$ cat config.mk
export PLATFORM = sky130hd
export DESIGN_NAME = sec_counter
export DESIGN_NICKNAME = d
export VERILOG_FILES = /design/src/rtl/sec_counter.sv
export SDC_FILE = /design/constraint.sdc
export NUM_CORES = 1
export LEC_CHECK = 0
export CORE_MARGIN = 2
export CORE_UTILIZATION = 51
export DETAILED_ROUTE_END_ITERATION = 7
export DONT_BUFFER_PORTS = 1
export PLACE_DENSITY = 0.76
export SYNTH_ARGS = -nofsm -noshare
export SYNTH_HDL_FRONTEND = slang
export SYNTH_SLANG_ARGS = --single-unit
$ cat constraint.sdc
create_clock -name clk -period 3.5 [get_ports clk]
set_clock_uncertainty 0.2 [all_clocks]
set_input_delay 0.7 -clock clk [delete_from_list [all_inputs] [get_ports clk]]
set_output_delay 0.7 -clock clk [all_outputs]
set_load 0.01 [all_outputs]
$ cat src/rtl/sec_counter.sv
// Stopwatch time base: divides clk to a 1 Hz tick and keeps a BCD MM:SS count.
// The count is cleared, run or held according to the control FSM's en code.
module sec_counter #(
    parameter int CLK_DIV = 50_000_000,
    parameter int PRESC_W = 26
) (
    input  logic       clk,
    input  logic       reset,
    input  logic [1:0] en,
    output logic [3:0] sec_ones,
    output logic [3:0] sec_tens,
    output logic [3:0] min_ones,
    output logic [3:0] min_tens,
    output logic       tick,
    output logic       wrap,
    output logic       running
);

    typedef enum logic [1:0] {
        MODE_CLEAR,
        MODE_RUN,
        MODE_HOLD
    } mode_t;

    localparam logic [PRESC_W-1:0] TERM = PRESC_W'(CLK_DIV - 1);

    logic [PRESC_W-1:0] presc;
    mode_t              mode;
    logic               terminal;
    logic               c_sec_ones;
    logic               c_sec_tens;
    logic               c_min_ones;
    logic               at_max;
    logic [3:0]         nxt_sec_ones;
    logic [3:0]         nxt_sec_tens;
    logic [3:0]         nxt_min_ones;
    logic [3:0]         nxt_min_tens;

    // 2'b11 is not a defined command, so it falls back to CLEAR.
    always_comb begin
        unique case (en)
            2'b01:   mode = MODE_RUN;
            2'b10:   mode = MODE_HOLD;
            default: mode = MODE_CLEAR;
        endcase
    end

    assign terminal = (presc == TERM);

    // Each digit rolls at or above its limit so it can never leave its range.
    always_comb begin
        c_sec_ones   = (sec_ones >= 4'd9);
        c_sec_tens   = c_sec_ones && (sec_tens >= 4'd5);
        c_min_ones   = c_sec_tens && (min_ones >= 4'd9);
        at_max       = c_min_ones && (min_tens >= 4'd5);

        nxt_sec_ones = c_sec_ones ? '0 : sec_ones + 4'd1;
        nxt_sec_tens = sec_tens;
        nxt_min_ones = min_ones;
        nxt_min_tens = min_tens;
        if (c_sec_ones) begin
            nxt_sec_tens = c_sec_tens ? '0 : sec_tens + 4'd1;
        end
        if (c_sec_tens) begin
            nxt_min_ones = c_min_ones ? '0 : min_ones + 4'd1;
        end
        if (c_min_ones) begin
            nxt_min_tens = at_max ? '0 : min_tens + 4'd1;
        end
    end

    always_ff @(posedge clk or posedge reset) begin
        if (reset) begin
            presc    <= '0;
            sec_ones <= '0;
            sec_tens <= '0;
            min_ones <= '0;
            min_tens <= '0;
            tick     <= 1'b0;
            wrap     <= 1'b0;
            running  <= 1'b0;
        end else begin
            running <= (mode == MODE_RUN);
            tick    <= 1'b0;
            wrap    <= 1'b0;
            unique case (mode)
                MODE_RUN: begin
                    if (terminal) begin
                        presc    <= '0;
                        sec_ones <= nxt_sec_ones;
                        sec_tens <= nxt_sec_tens;
                        min_ones <= nxt_min_ones;
                        min_tens <= nxt_min_tens;
                        tick     <= 1'b1;
                        wrap     <= at_max;
                    end else begin
                        presc <= presc + PRESC_W'(1);
                    end
                end
                // Prescaler is frozen too, so the partial second survives a hold.
                MODE_HOLD: begin
                end
                default: begin
                    presc    <= '0;
                    sec_ones <= '0;
                    sec_tens <= '0;
                    min_ones <= '0;
                    min_tens <= '0;
                end
            endcase
        end
    end

endmodule
# Word level (Yosys, flattened, before mapping)
# Cells that the tools add are included.
[totals]
output_inout_bits = 19
ff_bits = 45
[op_classes]
n_reduce_logical = 7
n_bitwise = 1
mux = 22
n_eq_ne = 9
add_sub_neg = 5
order_cmp = 4
[ops]
columns = ["operator", "count"]
rows = [
  ["26-bit case mux with 2 select lines", 1],
  ["4-bit two-way mux", 11],
  ["4-bit case mux with 2 select lines", 4],
  ["26-bit by 1-bit adder with 26-bit output, second input constant", 1],
  ["26-bit == test, second input constant", 1],
  ["26-bit two-way mux", 1],
  ["4-bit by 1-bit adder with 4-bit output, second input constant", 4],
  ["3-bit AND reduction", 3],
  ["4-bit by 3-bit greater-or-equal comparator with 1-bit output, second input constant", 2],
  ["4-bit greater-or-equal comparator, second input constant", 2],
  ["2-bit != test, second input constant", 4],
  ["2-bit by 1-bit == test with 1-bit output, second input constant", 2],
  ["2-bit == test, second input constant", 2],
  ["1-bit two-way mux", 4],
  ["2-bit case mux with 2 select lines", 1],
  ["1-bit logical AND", 3],
  ["2-bit AND reduction", 1],
  ["1-bit NOT", 1],
]

# Depth between registers and ports, before layout
[depth]
depth_word = 8
depth_mapped = 8

# Least setup slack after synthesis
# No wires, ideal clock.
[synth_timing]
path_type = "reg2reg"
from = "register presc[0]"
to = "register presc[13]"
path_slack_ps = 1259
stages_incl_launch_ff = 9
t_arrival_ps = 1941
required_ps = 3199
period_less_slack_ps = 2241
setup_time_ps = 101
path_cell_list = "dfrtp_1 -> ha_1 -> and2_1 -> and4_4 -> buf_6 -> and2_4 -> buf_6 -> or3_4 -> o311ai_2"
[synth_via]
elab_chain_cells = 3
word_cells_on_any_way = 4
cone_classes = "1 x add/sub; 1 x eq/ne; 2 x mux"
[synth_lines]
columns = ["element", "line_no", "rtl"]
rows = [
  ["start: declaration", "27", "logic [PRESC_W-1:0] presc;"],
  ["start signal: assignment", "97", "presc <= presc + PRESC_W'(1);"],
  ["26-bit by 1-bit adder with 26-bit output or 26-bit == test (tied branches)", "97, 48", ""],
  ["26-bit two-way mux (*)", "88", "if (terminal) begin"],
  ["26-bit case mux with 2 select lines (*)", "86", "unique case (mode)"],
]
# Every way passes the cells marked *; elsewhere a longest branch is shown, timed or not.
# A chain may end at the register's enable or synchronous reset.

# Worst setup path after layout
[layout_timing]
from = "register sec_ones[0]"
to = "register min_ones[3]"
[layout_via]
elab_chain_cells = 7
word_cells_on_any_way = 9
cone_classes = "1 x order compare; 1 x eq/ne; 4 x mux; 3 x reduce/logical"
[layout_lines]
columns = ["element", "line_no", "rtl"]
rows = [
  ["start: declaration", "10", "output logic [3:0] sec_ones,"],
  ["start signal: assignment", "90", "sec_ones <= nxt_sec_ones;"],
  ["4-bit greater-or-equal comparator (*)", "52", "c_sec_ones = (sec_ones >= 4'd9);"],
  ["1-bit logical AND (*)", "53", "c_sec_tens = c_sec_ones && (sec_tens >= 4'd5);"],
  ["1-bit logical AND", "54", "c_min_ones = c_sec_tens && (min_ones >= 4'd9);"],
  ["4-bit two-way mux", "65", "nxt_min_ones = c_min_ones ? '0 : min_ones + 4'd1;"],
  ["4-bit two-way mux", "64", "if (c_sec_tens) begin"],
  ["4-bit two-way mux", "88", ""],
  ["4-bit case mux with 2 select lines", "86", ""],
  ["end signal: assignment", "92", "min_ones <= nxt_min_ones;"],
  ["end: declaration", "12", "output logic [3:0] min_ones,"],
]
# Every way passes the cells marked *; elsewhere a longest branch is shown, timed or not. The select of a mux whose other input is x is not followed.

==> results.yml <==
outcome:
  status: "finished, final reports clean"
setup_path:
  crit_required_ns: 3.49
  r2r_end: "min_ones[3]"
  reg2reg_slack_ns: 1.01
  worstSetupStartpointType: "register"
  crit_fanout: 9
  worstSetupEndpointType: "register"
  critPathArrivalTime_ns: 2.48
  crit_type: "reg -> reg"
  crit_start: "sec_ones[0]"
  crit_end: "min_ones[3]"
  ff2ff_path_depth: 6
  reg2reg_from: "sec_ones[0]"
die:
  ioPinCount: 23
  start_util_pct: 53.0
  dieHeight_um: 76.9
  core_um2: 5110
  dieArea_um2: 5910
  die_w_um: 76.9
  rows: 26
yosys:
  syn-num-nets: 315
  synth-simple-area-share_pct: 24.2
  synth_edf_count: 0
  synthXorXnorAreaFrac_pct: 0.647
  ys_types: 55
  synth_area_leaders: "dfrtp_1, ha_1, nand2_1"
  synth_top_family_by_area: "simple AND/OR/NAND/NOR gates"
  ys.flop_type: "dfrtp_1"
  muxShareOfSynthArea_pct: 2.31
  synth_fa_ha_area_share_pct: 6.01
  postSynthCellCount: 298
  synth_area_um2: 2710
  synth_commonest_cells: "dfrtp_1, nand2_1, inv_1, o21ai_0, nand3_1"
  synth.yosys.warnings: 0
  seq_area_frac_synth_pct: 41.6
  avgSynthCellArea_um2: 9.09
  ys_ff_latch: 45
  synth_compound_area_share_pct: 19.2
  ys_async_sr_fraction_pct: 100
  yosysTopAreaCellShare_pct: 41.6
  synth.largest_area_cell: "dfrtp_1"
  post-synth-top-count-cell: "dfrtp_1"
placed_design:
  port_buffers: 0
  pre_cts_ws_ns: 1.05
  dp_hpwl_um: 4100
  place_congestion: 0.764
sta:
  fin_crit_ns: 2.49
  final_hold_viol_count: 0
  finalSetupViolations: 0
  slew_headroom_pct: 36.0
  tns_ns: 0
  fin_ws_ns: 1.01
  hold_ws_ns: 0.271
  achievable-frequency_ghz: 0.401
  slew_viol_final: 0
  finalCritPeriodShare_pct: 71.2
  rsz0062_at_grt: "false"
  tightest_slew_ns: 0.958
global_routing:
  track_usage_pct: 21.0
  grt_pass1_vias: 2168
  grt_pass1_wl_um: 10100
  antenna_found_initial: 0
  overflow: 0
  grt_max_degree: 46
layout:
  nets: 313
  drive_above_1_share_pct: 8.42
  area_delta_synth_final_pct: 5.41
  n_fill_cell: 466
  seq_area_um2: 1130
  multi_input_area_um2: 1420
  diodes: 0
detailed_routing:
  ant_nets: 0
  dr.pass1.iters: 4
  wirelength_um: 5840
  drt_iter0_drc: 153
  route.detailed.drc: 0
  num_vias: 2265
  routedWlPerCell_um: 15.9
  viasPerCell: 6.17
clocking:
  cts_setup_buffers: 0
  htreeDepth: 2
  cts_tree: "yes"
  cts_buffer_depth: 2
  clk_pin_slew_ns: 0.09
  holdBufCountCts: 0
  post_cts_resized: 0
  numCtsBuffers: 5
  insertion_delay_ns: 0.31
  clock_sinks: 45
  cts-root-buf: "clkbuf_8"
run:
  drv_cap: 0
power:
  power_mw: 1.02
  p_leak_nw: 1.18
  powerDensity_nw_per_um2: 356
  vdd.ir_drop.worst_mv: 0.173
worst_hold_path:
  hold_class: "in -> async"
==> layout make-up <==
class                           count  share of cell area [%]
Tap cell                           70                    3.07
Clock inverter                      2                    1.32
Timing Repair Buffer                4                    1.05
Sequential cell                    45                    39.5
Multi-Input combinational cell    221                    49.7
Clock buffer                        6                    2.89
Inverter                           19                    2.50
==> per-layer routing <==
metal,part of all wire [%],global-route usage [%],up-vias
met1,45,27.3,1122
met5,0,0,-
met4,0.84,5.09,0
met3,4.8,4.59,5
li1,-,-,1087
met2,50,35.8,51
==> worst min path at each step <==
stage / startpoint / endpoint
2_1_floorplan: presc[22] / presc[22]
3_3_place_gp: presc[22] / presc[22]
3_5_place_dp: presc[22] / presc[22]
4_1_cts: presc[22] / presc[22]
5_1_grt: presc[22] / presc[22]
6_report: reset / min_ones[3]
==> state kept, by name (all words and copies together) (netlist names) <==
signal and cells:
min_ones 4, min_tens 4, presc 26, running 1, sec_ones 4, sec_tens 4
tick 1, wrap 1
==> metrics by stage <==
step	cells	cell area [um^2]	utilization [%]
5_1_grt	367	2850	55.9
2_1_floorplan	298	2710	-
3_3_place_gp	359	2730	53.5
4_1_cts	367	2850	55.9
6_report	367	2850	55.9
3_5_place_dp	359	2730	53.5
==> cells by family after synthesis <==
kind of cell             Yosys count
multiplexers                       6
AND/OR/NAND/NOR                  120
AO/OA/AOI/OAI                     80
flip-flops                        45
XOR/XNOR                           2
buffers and inverters             32
adder cells (fa/ha/maj)           13
==> cells in the final DEF, fill, tap and decap left out, types with 3 or more instances in the layout <==
| cell | count |
|---|---|
| nand2b_1 | 7 |
| nor2_1 | 12 |
| o21ai_0 | 18 |
| nand2_1 | 37 |
| ha_1 | 13 |
| nand3_1 | 17 |
| clkbuf_8 | 6 |
| a21oi_1 | 16 |
| nor3_1 | 3 |
| dfrtp_1 | 45 |
| a41oi_1 | 3 |
| and3_1 | 3 |
| nor4_1 | 5 |
| o22ai_1 | 4 |
| and4_1 | 4 |
| buf_4 | 4 |
| o211ai_1 | 4 |
| inv_1 | 17 |
| and2_1 | 4 |
| mux2i_1 | 4 |
| a21o_1 | 3 |
| a31oi_1 | 15 |
| nand4_1 | 9 |
| a22o_1 | 3 |
==> critical path, stage by stage, from the launching register on <==
cell,delay (ns)
dfrtp_1,0.50
inv_1,0.08
ha_1,0.21
a21oi_1,0.50
a21oi_1,0.30
a2111oi_0,0.44
o22ai_1,0.13
==> power by group <==
group          internal (mW)  switching (mW)  leakage [nW]
clock                  0.232           0.191        0.0574
sequential             0.526         0.00862         0.626
combinational         0.0169          0.0416         0.498
Note: power is estimated with default switching activity, not from simulation.
